## config.mk

```make
export PLATFORM = sky130hd
export DESIGN_NAME = pwm_cfg_sequencer
export DESIGN_NICKNAME = d
export VERILOG_FILES = /design/src/rtl/pwm_cfg_sequencer.sv
export SDC_FILE = /design/constraint.sdc
export NUM_CORES = 1
export LEC_CHECK = 0
export ABC_AREA = 0
export CAP_MARGIN = 20
export CORE_UTILIZATION = 45
export CTS_BUF_LIST = sky130_fd_sc_hd__clkbuf_4
export CTS_CLUSTER_DIAMETER = 60
export CTS_CLUSTER_SIZE = 20
export DETAILED_ROUTE_END_ITERATION = 7
export PLACE_DENSITY = 0.68
export SYNTH_ARGS = -nofsm -noshare
export SYNTH_HDL_FRONTEND = slang
export SYNTH_SLANG_ARGS = --single-unit
```

## constraint.sdc

```tcl
create_clock -name clk -period 4 [get_ports clk]
set_input_delay 0.8 -clock clk [delete_from_list [all_inputs] [get_ports clk]]
set_output_delay 0.8 -clock clk [all_outputs]
set_load 0.01 [all_outputs]
```

## src/rtl/pwm_cfg_sequencer.sv

```systemverilog
// PWM configuration sequencer.
// Holds the duty (percent) and frequency (Hz) settings, steps them on key
// presses, and derives the generator's period/high-time counts with one
// shared multi-cycle divider/multiplier. New counts reach the generator
// only on a PWM period boundary, so it never sees a half-updated pair.
//
// Handshake: press_duty, press_freq and period_end are single-cycle
// strobes with no back-pressure. Every press is accepted: it updates the
// setting on that edge, and if a computation is already running it is
// remembered as "pending" so a single recompute follows. cfg_valid is a
// one-cycle strobe marking the cycle in which period/htime show new
// values; the generator has no ready and must take them then.
//
// The FSM state is kept in the named signal `state` so checkers can bind
// to it directly.
module pwm_cfg_sequencer #(
    parameter int unsigned CLK_HZ    = 50_000_000,
    parameter int unsigned DUTY_INIT = 99,
    parameter int unsigned DUTY_STEP = 2,
    parameter int unsigned FREQ_INIT = 200,
    parameter int unsigned FREQ_STEP = 4,
    parameter int unsigned FREQ_MIN  = 4
) (
    input  logic        clk,
    input  logic        rst_n,
    input  logic        press_duty,
    input  logic        press_freq,
    input  logic        period_end,
    output logic [7:0]  duty,
    output logic [8:0]  frequency,
    output logic [23:0] period,
    output logic [23:0] htime,
    output logic        cfg_valid,
    output logic        busy
);

    // Sized copies of the parameters so every compare/assign is width-exact.
    localparam logic [31:0] CLK_HZ_W     = 32'(CLK_HZ);
    localparam logic [7:0]  DUTY_INIT_W  = 8'(DUTY_INIT);
    localparam logic [7:0]  DUTY_STEP_W  = 8'(DUTY_STEP);
    localparam logic [7:0]  DUTY_WRAP_W  = 8'(DUTY_STEP + 1);
    localparam logic [8:0]  FREQ_INIT_W  = 9'(FREQ_INIT);
    localparam logic [8:0]  FREQ_STEP_W  = 9'(FREQ_STEP);
    localparam logic [8:0]  FREQ_WRAP_W  = 9'(FREQ_MIN + FREQ_STEP);

    // Reset-time counts are worked out at elaboration, not by the datapath.
    localparam longint unsigned PERIOD_RST_L = longint'(CLK_HZ) / longint'(FREQ_INIT);
    localparam longint unsigned HTIME_RST_L  = (PERIOD_RST_L * longint'(DUTY_INIT)) / 64'd100;
    localparam logic [23:0]     PERIOD_RST   = 24'(PERIOD_RST_L);
    localparam logic [23:0]     HTIME_RST    = 24'(HTIME_RST_L);

    typedef enum logic [2:0] {
        IDLE,
        DIV_P,
        MUL_H,
        DIV_H,
        WAIT_EDGE,
        COMMIT
    } state_t;

    state_t      state;
    state_t      state_next;

    logic        any_press;
    logic [7:0]  duty_next;
    logic [8:0]  freq_next;
    logic        pending;
    logic        start_calc;
    logic        commit_now;

    // Shared datapath registers. In a divide, a_reg holds dividend bits
    // being shifted out while quotient bits shift in, b_reg holds the
    // divisor, r_reg the partial remainder. In the multiply, a_reg is the
    // multiplier (shifted right), b_reg the multiplicand (shifted left)
    // and r_reg the running product.
    logic [31:0] a_reg;
    logic [31:0] b_reg;
    logic [31:0] r_reg;
    logic [4:0]  cnt;
    logic [7:0]  duty_snap;
    logic [23:0] p_calc;
    logic [23:0] h_calc;

    logic [32:0] rem_sh;
    logic [32:0] rem_diff;
    logic        q_bit;
    logic [31:0] div_q;
    logic [31:0] div_r;
    logic [31:0] mul_acc;

    assign any_press = press_duty | press_freq;

    // Stepped settings; wrap to the initial value before leaving the legal range.
    always_comb begin
        duty_next = duty;
        freq_next = frequency;
        if (press_duty) begin
            duty_next = (duty < DUTY_WRAP_W) ? DUTY_INIT_W : duty - DUTY_STEP_W;
        end
        if (press_freq) begin
            freq_next = (frequency < FREQ_WRAP_W) ? FREQ_INIT_W : frequency - FREQ_STEP_W;
        end
    end

    // One restoring-divide step and one shift-add step, shared by all states.
    always_comb begin
        rem_sh   = {r_reg, a_reg[31]};
        rem_diff = rem_sh - {1'b0, b_reg};
        q_bit    = ~rem_diff[32];
        div_r    = q_bit ? rem_diff[31:0] : rem_sh[31:0];
        div_q    = {a_reg[30:0], q_bit};
        mul_acc  = a_reg[0] ? (r_reg + b_reg) : r_reg;
    end

    // Settings register: updates on every press regardless of FSM state.
    always_ff @(posedge clk) begin
        if (rst_n) begin
            duty      <= DUTY_INIT_W;
            frequency <= FREQ_INIT_W;
        end else begin
            duty      <= duty_next;
            frequency <= freq_next;
        end
    end

    // FSM state register.
    always_ff @(posedge clk) begin
        if (rst_n) begin
            state <= IDLE;
        end else begin
            state <= state_next;
        end
    end

    // FSM next-state and decoded outputs.
    always_comb begin
        state_next = state;
        start_calc = 1'b0;
        commit_now = 1'b0;
        case (state)
            IDLE: begin
                if (any_press) begin
                    state_next = DIV_P;
                    start_calc = 1'b1;
                end
            end
            DIV_P: begin
                if (cnt == 5'd31) state_next = MUL_H;
            end
            MUL_H: begin
                if (cnt == 5'd7) state_next = DIV_H;
            end
            DIV_H: begin
                if (cnt == 5'd31) state_next = WAIT_EDGE;
            end
            WAIT_EDGE: begin
                if (period_end) begin
                    state_next = COMMIT;
                    commit_now = 1'b1;
                end
            end
            COMMIT: begin
                // A press landing in this very cycle is folded into the
                // recompute started here instead of being left pending.
                if (pending || any_press) begin
                    state_next = DIV_P;
                    start_calc = 1'b1;
                end else begin
                    state_next = IDLE;
                end
            end
            default: state_next = IDLE;
        endcase
    end

    assign busy      = (state != IDLE);
    assign cfg_valid = (state == COMMIT);

    // Remember presses that arrive while a computation is in flight.
    always_ff @(posedge clk) begin
        if (rst_n) begin
            pending <= 1'b0;
        end else if (start_calc) begin
            pending <= 1'b0;
        end else if (any_press && (state != IDLE)) begin
            pending <= 1'b1;
        end
    end

    // Shared divider/multiplier: CLK_HZ/f, then p*duty, then /100.
    always_ff @(posedge clk) begin
        if (rst_n) begin
            a_reg     <= '0;
            b_reg     <= '0;
            r_reg     <= '0;
            cnt       <= '0;
            duty_snap <= '0;
            p_calc    <= '0;
            h_calc    <= '0;
        end else if (start_calc) begin
            a_reg     <= CLK_HZ_W;
            b_reg     <= {23'd0, freq_next};
            r_reg     <= '0;
            cnt       <= '0;
            duty_snap <= duty_next;
        end else begin
            case (state)
                DIV_P: begin
                    if (cnt == 5'd31) begin
                        p_calc <= div_q[23:0];
                        a_reg  <= {24'd0, duty_snap};
                        b_reg  <= {8'd0, div_q[23:0]};
                        r_reg  <= '0;
                        cnt    <= '0;
                    end else begin
                        a_reg  <= div_q;
                        r_reg  <= div_r;
                        cnt    <= cnt + 5'd1;
                    end
                end
                MUL_H: begin
                    if (cnt == 5'd7) begin
                        a_reg <= mul_acc;
                        b_reg <= 32'd100;
                        r_reg <= '0;
                        cnt   <= '0;
                    end else begin
                        a_reg <= {1'b0, a_reg[31:1]};
                        b_reg <= {b_reg[30:0], 1'b0};
                        r_reg <= mul_acc;
                        cnt   <= cnt + 5'd1;
                    end
                end
                DIV_H: begin
                    if (cnt == 5'd31) begin
                        h_calc <= div_q[23:0];
                        cnt    <= '0;
                    end else begin
                        a_reg  <= div_q;
                        r_reg  <= div_r;
                        cnt    <= cnt + 5'd1;
                    end
                end
                default: ;
            endcase
        end
    end

    // Committed pair: both words change together on the period boundary.
    always_ff @(posedge clk) begin
        if (rst_n) begin
            period <= PERIOD_RST;
            htime  <= HTIME_RST;
        end else if (commit_now) begin
            period <= p_calc;
            htime  <= h_calc;
        end
    end

endmodule

```

---- Word level (Yosys, flattened, before mapping) ----
Cells that the tools add are included.
word-level totals
  register bits after elaboration ......... 226
  output and inout bits ................... 67
  word-level logic and storage cells ...... 92
cells by class
  add/subtract/negate cells ............... 5
  $lt $le $gt $ge ......................... 2
  eq/ne operators ......................... 15
  mux-type cells .......................... 34
  bitwise gates (word level) .............. 3
  reduce and logical (&&, ||, !) cells .... 18
operators with widths
  cell                                                        number
  2-to-1 mux 32 bit                                           10
  one-hot mux 32 bit (3 select lines)                         2
  one-hot mux 32 bit (2 select lines)                         1
  subtractor 33 x 32 -> 33 bit                                1
  adder 32 bit                                                1
  2-to-1 mux 9 bit                                            3
  2-to-1 mux 26 bit                                           1
  one-hot mux 3 bit (6 select lines)                          1
  2-to-1 mux 8 bit                                            2
  2-to-1 mux 3 bit                                            5
  inequality test 2 bit, second input constant                6
  2-to-1 mux 5 bit                                            2
  one-hot mux 5 bit (2 select lines)                          1
  less-than comparator 9 x 4 -> 1 bit, second input constant  1
  nonzero test 3 bit                                          3
  subtractor 9 x 3 -> 9 bit, second input constant            1
  less-than comparator 8 x 2 -> 1 bit, second input constant  1
  AND reduction 2 bit                                         4
  subtractor 8 x 2 -> 8 bit, second input constant            1
  == test 3 x 2 -> 1 bit, second input constant               2
  == test 3 bit, second input constant                        2
  inequality test 3 bit, second input constant                2
  AND reduction 3 bit                                         2
  adder 5 x 1 -> 5 bit, second input constant                 1
  14 further kinds                                            21

---- Depth between registers and ports, before layout ----
Gate-level depths: netlist of run 1.
  depth in word-level cells ............... 6
  gate-level depth with buffers ........... 14
  depth with buffers taken out ............ 13

---- Worst setup path after synthesis of run 1 ----
No wires, ideal clock.
  path type ............................... register to register
  start point ............................. register b_reg[21]
  end point ............................... register r_reg[27]
  library setup time ...................... 0.128 ns
  arrival time ............................ 2.924 ns
  data required time ...................... 3.872 ns
  path slack .............................. 0.948 ns
  cell stages (with the launch flop) ...... 13
  path buffers ............................ 1
  clock period less this slack ............ 3.052 ns
  cell sequence ........................... dfxtp_1 -> inv_1 -> ha_1 -> a21o_1 -> a21o_1 -> a2111o_1 -> o211a_1 -> a211oi_4 -> xor2_2 -> buf_6 -> o21ai_1 -> a221oi_1 -> nor2_1
on the way
  cells in the longest elaborated chain, start to end .. 4
  elaborated cells between the ends (all ways) .. 8
ends and longest elaborated chain
  item                                                          line           source
  from (decl)                                                   77             logic [31:0] b_reg;
  from (signal assigned)                                        202            b_reg <= {23'd0, freq_next};
  from (signal assigned)                                        212            b_reg <= {8'd0, div_q[23:0]};
  from (signal assigned)                                        229            b_reg <= {b_reg[30:0], 1'b0};
  subtractor 33 x 32 -> 33 bit or adder 32 bit (tied branches)  108, 112
  2-to-1 mux 32 bit, on equally long branches                   110, 112
  2-to-1 mux 32 bit, on equally long branches                   235, 209, 222
  one-hot mux 32 bit (3 select lines) *                         207            case (state)
  to (signal assigned)                                          217            r_reg <= div_r;
  to (signal assigned)                                          230            r_reg <= mul_acc;
  to (signal assigned)                                          240            r_reg <= div_r;
  to (decl)                                                     78             logic [31:0] r_reg;
Every way passes the cells marked *; elsewhere a longest branch is shown, timed or not. The select of a mux whose other input is x is not followed.
A chain may end at the register's enable or synchronous reset.

---- Final worst setup path of run 1 ----
  start point ............................. register a_reg[31]
  end point ............................... register r_reg[30]
on the way
  cells in the longest elaborated chain, start to end .. 4
  elaborated cells between the ends (all ways) .. 5
ends and longest elaborated chain
  item                                         line      source
  from (decl)                                  76        logic [31:0] a_reg;
  from (signal assigned)                       211       a_reg <= {24'd0, duty_snap};
  from (signal assigned)                       216       a_reg <= div_q;
  from (signal assigned)                       223       a_reg <= mul_acc;
  subtractor 33 x 32 -> 33 bit *               108       rem_diff = rem_sh - {1'b0, b_reg};
  2-to-1 mux 32 bit *                          110       div_r = q_bit ? rem_diff[31:0] : rem_sh[31:0];
  2-to-1 mux 32 bit, on equally long branches  235, 209
  one-hot mux 32 bit (3 select lines) *        207
Marked as above.

==> flow_summary.toml, run 1 <==
[sta]
slew-limit-headroom_pct = 35.9
fmax_mhz = 274
setup_viol = 0
period_share_pct = 91.2
fin_crit_ps = 3650
drv_slew = 0
hold_viol_final = 0
rsz0062_at_grt = "no"
skew_ps = 57.0
tightest_slew_ps = 961
timing.hold.ws_ps = 461
finalSetupTns_ps = 0
setup_slack_ps = 353

[hold_path]
min_path_type = "flip-flop to flip-flop"

[synth]
synth-seq-area-share_pct = 33.9
async_reset_ff_share_pct = 0
netlist_area_um2 = 13300
syn-num-nets = 1828
synth-warning-count = 0
synth_cell_type_count = 80
synth-edff-count = 0
avgSynthCellArea_um2 = 7.60
ys_seq_elements = 226
synth_cells = 1754
synthFlopType = "dfxtp_1"

[final_layout]
postLayoutCellArea_um2 = 14700
fin_nets = 1848
area.growth.synth_to_final_pct = 10.1
post-route-util_pct = 50.7
drive_gt1_share_pct = 6.16

[clock_network]
h-tree-depth = 1
cts_resized = 0
post-cts-setup-buffer-count = 0
numCtsBuffers = 20
insertion_delay_ps = 700
clk_pin_slew_ps = 190
cts_root_buffer = "clkbuf_4"
cts_tree = "built"
cts_hold_buffers = 0
cts_buffer_depth = 3
cts.sinks = 226

[worst_setup_path]
crit_type = "flip-flop to flip-flop"
cp-end-kind = "flip-flop"
cp.required_ps = 4610
cp-start-kind = "flip-flop"
cp.arrival_ps = 4260
worst-r2r-setup-slack_ps = 350
worst_r2r_startpoint = "a_reg[31]"
r2r_end = "r_reg[30]"
crit_fanout = 22
rr_worst_depth = 12
worstSetupEndpoint = "r_reg[30]"
crit_start = "a_reg[31]"

[power]
pwr-share-clk_pct = 21.2
p_sw_share_pct = 38.6
power_frac_comb_pct = 37.5
p_per_area_nw_per_um2 = 410
pwr-share-seq_pct = 41.3
p_leak_nw = 5.77
power_switching_w = 0.00232
peakVddDrop_uv = 221
p_int_w = 0.00369

[route]
drt-total-wl_mm = 40.9
vias = 13074
wire_per_inst_um = 18.9
routed_via_density = 6.02
dr.pass1.iters = 6
drtIter0Drc = 1363
detail_route.drc_violations = 0
ant_nets = 0

[die]
core_um2 = 28900
die_y_um = 174
placementRows = 62
start_util_pct = 46.1
die_w_um = 174
die-area_um2 = 30300
io_pins = 72

[placement]
place_ws_ps = 440
dp_hpwl_mm = 29.5
globalplace.congestion = 0.946
placed_area_um2 = 14300
port_buffers = 71

[global_route]
antenna_found_initial = 1
track_usage_pct = 26.7
grt_pass1_vias = 11975
grt_pass1_wl_mm = 65.7
grt-ovfl-total = 0
grt_max_degree = 71

[status]
status = "finished, final reports clean"

[run]
cap_viol_max_count = 0
[kinds of logic after synthesis]
| logic type | synth area share, % |
|---|---|
| simple gates | 20.5 |
| mux | 2.32 |
| xor+xnor | 3.88 |
| flops | 33.9 |
| fa+ha+maj | 6.59 |
| compound gates | 27.2 |
| buf+inv | 5.51 |
[worst min path at each step]
stage	cells past startpoint	slack, ps	startpoint	endpoint
2_1_floorplan	2	430	pending	pending
3_3_place_gp	2	440	pending	pending
3_5_place_dp	2	450	htime[21]	htime[21]
4_1_cts	2	430	h_calc[11]	htime[11]
5_1_grt	2	480	h_calc[14]	h_calc[14]
6_report	2	460	h_calc[11]	htime[11]
[final cells by class]
cell class	instances	area (um2)
Antenna cell	1	2.50
Multi-Input combinational cell	1354	8100
Inverter	66	248
Clock inverter	13	166
Clock buffer	21	158
Sequential cell	226	4520
Fill cell	2841	14300
Tap cell	384	480
Timing Repair Buffer	106	996
[critical path, cell delays in order, from the launching register on]
cell and delay [ps]:
dfxtp_1 370, inv_1 70, ha_1 230, fa_1 400
nand2b_1 190, a21o_1 210, a211oi_2 290, o31a_2 250
a211oi_4 110, xnor2_4 680, nand2_1 270, o221a_2 310
a211oi_1 190
[layer usage]
layer	share of wire, %	wire, um	global-route usage (%)	up-vias
met1	46	18700	38.1	6193
met5	0	0	0	-
li1	-	-	-	6291
met2	45	18300	42.6	524
met3	7.6	3120	2.97	66
met4	2.1	869	6.51	0
[Yosys cell counts, types with 19 or more instances]
cell,count,area share (%)
a21o_1,33,1.9
mux2i_1,23,1.7
nand3_1,26,0.98
nand2_1,315,8.9
ha_1,67,6.3
inv_1,66,1.9
nor2_1,138,3.9
o21ai_0,96,3.6
a221oi_1,28,1.8
dfxtp_1,226,34
clkbuf_1,91,2.6
a21oi_1,242,9.1
xnor2_1,33,2.2
a31oi_1,19,0.89
nor3_1,39,1.5
xor2_1,21,1.4
[power by group through the flow]
stage,clock [W],sequential [W],combinational (W)
after floorplan,0,0.00247,0.00177
after global placement,0,0.00252,0.00219
after detailed placement,0,0.00253,0.00221
after CTS,0.00130,0.00248,0.00222
after global routing,0.00140,0.00250,0.00246
final,0.00127,0.00249,0.00226
[layout by cell type, fill, tap and decap left out, types with 11 or more instances in the layout]
cell type,n
o21ai_0,96
xor2_1,21
clkdlybuf4s50_1,70
buf_4,34
nand2_1,315
o21a_1,14
a22oi_1,14
nand3b_1,18
nor3_1,39
a221oi_1,28
inv_1,66
dfxtp_1,226
ha_1,67
nand3_1,25
o22a_1,13
xnor2_1,33
nor2_1,134
clkbuf_4,21
o31ai_1,11
a21o_1,33
and3_1,16
mux2i_1,23
a211oi_1,11
a21oi_1,242
a31oi_1,19
[per-stage QoR]
stage,std cells,total power (W)
after floorplan,1754,0.00425
after global placement,2136,0.00471
after detailed placement,2136,0.00473
after CTS,2170,0.00600
after global routing,2171,0.00636
final,2171,0.00602
Note: power is estimated with default switching activity, not from simulation.
==> run 2: changes to the inputs <==
--- a/config.mk
+++ b/config.mk
@@ -7,12 +7,12 @@
 export LEC_CHECK = 0
 export ABC_AREA = 0
 export CAP_MARGIN = 20
-export CORE_UTILIZATION = 45
+export CORE_UTILIZATION = 38
 export CTS_BUF_LIST = sky130_fd_sc_hd__clkbuf_4
 export CTS_CLUSTER_DIAMETER = 60
 export CTS_CLUSTER_SIZE = 20
 export DETAILED_ROUTE_END_ITERATION = 7
-export PLACE_DENSITY = 0.68
+export PLACE_DENSITY = 0.62
 export SYNTH_ARGS = -nofsm -noshare
 export SYNTH_HDL_FRONTEND = slang
 export SYNTH_SLANG_ARGS = --single-unit
==> constraint.sdc (replaced) <==
create_clock -name clk -period 3.05 [get_ports clk]
set_input_delay 0.61 -clock clk [delete_from_list [all_inputs] [get_ports clk]]
set_output_delay 0.61 -clock clk [all_outputs]
set_load 0.01 [all_outputs]
==> run 2 against run 1 <==
Net effect:
- clock-buffer cell count grew 7
- cell area grew 22%
- largest power group is now combinational cells
- register-to-register slack lost 450 ps
- global-route usage shrank 0.82 points
- clock skew grew 78 ps
- utilization grew 1.2 points
- maximum frequency grew 16%
- the run now ends with setup timing left
- clock power grew 83%
- sequential cell count is the same
==> flow_summary.toml, run 2 (synthesis gave the netlist of run 1 again) <==
[status]
status = "complete, but fails checks"
violations = "setup timing"

[clock_network]
cts_buffer_depth = 3
cts.sinks = 226
cts_root_buffer = "clkbuf_4"
cts_tree = "built"
numCtsBuffers = 27
insertion_delay_ps = 810
h-tree-depth = 1
clk_pin_slew_ps = 190
cts_hold_buffers = 0

[die]
die_y_um = 189
placementRows = 68
die-area_um2 = 35800
core_um2 = 34500
die_w_um = 189
start_util_pct = 38.6
io_pins = 72

[run]
cap_viol_max_count = 0

[sta]
rsz0062_at_grt = "yes"
setup_viol = 21
timing.hold.ws_ps = 297
skew_ps = 135
tightest_slew_ps = 938
setup_slack_ps = -99.7
fin_crit_ps = 3150
hold_viol_final = 0
drv_slew = 0
period_share_pct = 103
slew-limit-headroom_pct = 37.4
fmax_mhz = 317

[worst_setup_path]
worst-r2r-setup-slack_ps = -100
crit_type = "flip-flop to flip-flop"
r2r_end = "r_reg[15]"
cp-start-kind = "flip-flop"
cp.required_ps = 3630
cp.arrival_ps = 3730
cp-end-kind = "flip-flop"
rr_worst_depth = 15
worst_r2r_startpoint = "b_reg[13]"
crit_fanout = 4

[hold_path]
hp-start = "rst_n"
min_path_cells = 2
min_path_type = "input pin to flip-flop"
min_to = "b_reg[3]"

[global_route]
track_usage_pct = 25.8
antenna_found_initial = 1
grt_pass1_wl_mm = 74.4
grt_max_degree = 87
grt_pass1_vias = 13531
grt-ovfl-total = 0

[final_layout]
area.growth.synth_to_final_pct = 34.6
n_fill_cell = 3322
multi_input_area_um2 = 9130
layout.cells.most_common = "nand2_1"
post-route-util_pct = 51.9
fin_nets = 2081
layout_common_cells = "301 x nand2_1, 220 x buf_4, 208 x a21oi_1, 201 x dfxtp_1, 131 x nor2_1"
ff_latch_area_um2 = 4560
drive_gt1_share_pct = 25.7

[route]
routed_via_density = 5.67
dr.pass1.iters = 5
vias = 14077
wire_per_inst_um = 19.2
drt-total-wl_mm = 47.6
detail_route.drc_violations = 0
ant_nets = 0
drtIter0Drc = 1100

[power]
p_leak_nw = 7.27
power.total_w = 0.0108
peakVddDrop_uv = 443
p_per_area_nw_per_um2 = 605

[placement]
dp_hpwl_mm = 33.3
globalplace.congestion = 0.935
port_buffers = 71
## run 2: cell types whose count changed in the layout (fill, tap and decap cells not counted), sizes merged
cell / before / now
bufinv: 1 / 5
clkinvlp: 1 / 4
buf: 36 / 262
clkinv: 4 / 5
clkbuf: 21 / 28
## run 2: metrics by stage
| step | setup TNS (ps) | cell area, um2 | cells | setup WS [ps] |
|---|---|---|---|---|
| 6_report | -598 | 17900 | 2483 | -99.7 |
| 5_1_grt | -3640 | 17900 | 2483 | -209 |
| 4_1_cts | -3040 | 17200 | 2464 | -159 |
| 3_5_place_dp | -6010 | 15800 | 2384 | -374 |
| 3_3_place_gp | -3050 | 15800 | 2384 | -243 |
| 2_1_floorplan | 0 | 13300 | 1754 | 20.4 |
## run 2: final cells by class
type	instances	share of cell area (%)
Multi-Input combinational cell	1354	50.9
Inverter	66	1.40
Antenna cell	1	0.0140
Tap cell	455	3.17
Sequential cell	226	25.4
Clock buffer	28	1.17
Timing Repair Buffer	332	16.2
Clock inverter	21	1.75
## run 2: repair_timing
| action | in CTS | in global routing |
|---|---|---|
| pin swaps | 83 | 94 |
| setup buffers | 32 | 21 |
| resized for setup | 142 | 129 |
| cloned | 1 | 0 |
| endpoints found under the setup margin | 47 | 49 |
## run 2: worst max path at each step
stage / cells after the start / start / slack, ps / end
after global routing: 15 / b_reg[11] / -210 / r_reg[15]
final: 15 / b_reg[13] / -100 / r_reg[15]
after detailed placement: 15 / b_reg[0] / -370 / r_reg[30]
after floorplan: 12 / b_reg[21] / 20 / r_reg[27]
after CTS: 16 / b_reg[0] / -160 / r_reg[1]
after global placement: 15 / b_reg[0] / -240 / r_reg[30]
## run 2: power breakdown
| part | internal (W) | total (W) | switching, W | leakage (nW) |
|---|---|---|---|---|
| Combinational | 0.00269 | 0.00528 | 0.00260 | 5.16 |
| Sequential | 0.00308 | 0.00324 | 0.000160 | 1.85 |
| Clock | 0.000978 | 0.00232 | 0.00134 | 0.267 |
| Total | 0.00675 | 0.0108 | 0.00410 | 7.27 |
## run 2: metal layers
layer / track usage (%) / vias up / routed length [um]
met4: 8.00 / 0 / 1520
met2: 42.8 / 473 / 22000
met1: 34.5 / 6752 / 21000
li1: - / 6760 / -
met5: 0 / - / 0
met3: 3.80 / 92 / 3110
## run 2: critical path, cell delays in order, from the launching register on
cell and delay (ps):
dfxtp_2 390, inv_2 50, ha_4 210, buf_4 150, a21o_1 150, a22o_2 290
o31a_4 360, a211oi_4 260, buf_6 150, xor2_4 230, buf_6 170, buf_6 130
nor2_4 30, a21oi_2 110, o22a_1 180, a21oi_2 60
==> run 3: changes to the inputs <==
--- a/config.mk
+++ b/config.mk
@@ -12,7 +12,7 @@
 export CTS_CLUSTER_DIAMETER = 60
 export CTS_CLUSTER_SIZE = 20
 export DETAILED_ROUTE_END_ITERATION = 7
-export PLACE_DENSITY = 0.62
+export PLACE_DENSITY_LB_ADDON = 0.25
 export SYNTH_ARGS = -nofsm -noshare
 export SYNTH_HDL_FRONTEND = slang
 export SYNTH_SLANG_ARGS = --single-unit
==> run 3 against run 2 <==
Net effect:
- the flow still finishes with violations (setup timing)
- critical path type unchanged
- setup slack improved by 59 ps
- clock-buffer cell count up 2
- power down 6.4%
- die area stayed put
- critical path depth rose by 2
- highest routed layer unchanged
- cell area fell by 3.9%
==> flow_summary.toml, run 3 (synthesis gave the netlist of run 1 again) <==
[global_route]
grt-ovfl-total = 0
grt_pass1_wl_mm = 71.7
grt_pass1_vias = 12814
track_usage_pct = 25.0
antenna_found_initial = 1
grt_max_degree = 70

[worst_setup_path]
crit_fanout = 7
cp.arrival_ps = 3740
cp_slowest_cell = "o31a_2"
cp.required_ps = 3700
cp-end-kind = "flip-flop"
cp-start-kind = "flip-flop"
cp_slowest_stage_delay_ps = 390
crit_top_cell = "buf_6"
crit_type = "flip-flop to flip-flop"
worstPathCellList = "buf_4 -> buf_6 -> ha_4 -> buf_6 -> nand2b_4 -> a21o_1 -> a211oi_4 -> o31a_2 -> a211oi_4 -> buf_6 -> xnor2_4 -> buf_12 -> buf_12 -> mux2i_4 -> o21ai_2 -> a21oi_2 -> nor2_1"

[die]
placementRows = 68
die-area_um2 = 35800
io_pins = 72
core_um2 = 34500
die_y_um = 189
die_w_um = 189
start_util_pct = 38.6

[placement]
dp_hpwl_mm = 32.1
globalplace.congestion = 0.979
placed_area_um2 = 15600
place_ws_ps = -305
port_buffers = 71

[sta]
fin_crit_ps = 3090
fmax_mhz = 324
setup_slack_ps = -40.8
hold_viol_final = 0
tightest_slew_ps = 932
rsz0062_at_grt = "yes"
period_share_pct = 101
skew_ps = 108
timing.hold.ws_ps = 300
drv_slew = 0
slew-limit-headroom_pct = 37.8
setup_viol = 11

[route]
drtIter0Drc = 1057
dr.pass1.iters = 5
vias = 13848
drt-total-wl_mm = 46.3
detail_route.drc_violations = 0
routed_via_density = 5.67
ant_nets = 0
wire_per_inst_um = 19.0

[power]
p_per_area_nw_per_um2 = 588
peakVddDrop_uv = 445
p_leak_nw = 6.94
power.total_w = 0.0101

[status]
violations = "setup timing"
status = "complete, but fails checks"

[final_layout]
layout.cells.most_common = "nand2_1"
layout_common_cells = "307 x nand2_1, 221 x a21oi_1, 202 x dfxtp_1, 187 x buf_4, 130 x nor2_1"
drive_gt1_share_pct = 21.8
fin_nets = 2037
area.growth.synth_to_final_pct = 29.4
postLayoutCellArea_um2 = 17200
n_fill_cell = 3424
post-route-util_pct = 49.9

[clock_network]
cts_tree = "built"
insertion_delay_ps = 830
numCtsBuffers = 26
cts_buffer_depth = 3
h-tree-depth = 1
clk_pin_slew_ps = 190
cts_hold_buffers = 0
cts_root_buffer = "clkbuf_4"
cts.sinks = 226

[hold_path]
min_path_type = "input pin to flip-flop"

[run]
cap_viol_max_count = 0
-- run 3: cell count changes in the layout (fill, tap and decap cells not counted), moves of 4 or more --
cell      before  now
a21oi_1      208  221
a21oi_2       29   19
a221oi_1      21   25
buf_12         8   13
buf_4        220  187
buf_6         32   18
ha_1          45   52
ha_4          19   13
nand2_1      301  307
nand2_2        7    2
o21ai_0       81   89
o21ai_2       11    4
-- run 3: final timing paths --
kind,startpoint,slack [ps],to,cells past startpoint
setup / recovery,r_reg[1],-40,r_reg[22],17
hold / removal,rst_n,300,b_reg[3],2
setup reg to reg,r_reg[1],-40,r_reg[22],17
hold reg to reg,h_calc[8],460,htime[8],2
-- run 3: per-stage QoR --
stage,std cells,TNS (ps)
final,2441,-190
after global routing,2439,-2650
after CTS,2421,-396
after detailed placement,2352,-4940
after global placement,2352,-3590
after floorplan,1754,0
-- run 3: power breakdown --
| group | switching, W | leakage (nW) | internal [W] |
|---|---|---|---|
| Combinational | 0.00247 | 4.88 | 0.00246 |
| Sequential | 0.000156 | 1.84 | 0.00308 |
| Clock | 0.00127 | 0.220 | 0.000714 |
| Total | 0.00389 | 6.94 | 0.00625 |
-- run 3: critical path: cells and delay by family (launching register included) --
kind / cells / cell delay, ps
xor+xnor: 1 / 120
buf+inv: 6 / 830
compound gates: 6 / 1120
flops: 1 / 330
fa+ha+maj: 1 / 240
mux: 1 / 240
simple gates: 2 / 110
-- run 3: layer usage --
layer | track usage [%] | up-vias | wire (um)
met5 | 0 | - | 0
met4 | 6.76 | 0 | 1180
met3 | 3.06 | 83 | 3000
met2 | 41.0 | 512 | 21200
met1 | 34.6 | 6568 | 20900
li1 | - | 6685 | -
-- run 3: layout make-up --
type,instances,area (um2),area share [%]
timing repair buffer,289,2580,15.0
tap,455,569,3.30
multi-input combinational,1354,8850,51.3
sequential,226,4550,26.4
clock inverter,18,204,1.18
antenna,3,7.51,0.0435
inverter,66,248,1.44
clock buffer,30,225,1.31
-- run 3: timing repair --
item                                   4_1_cts  5_1_grt
resized for setup                           90      114
cloned                                       1        1
setup endpoints to repair                   44       48
setup buffers                               20       18
endpoints found under the hold margin        0        0
pin swaps                                   41       65
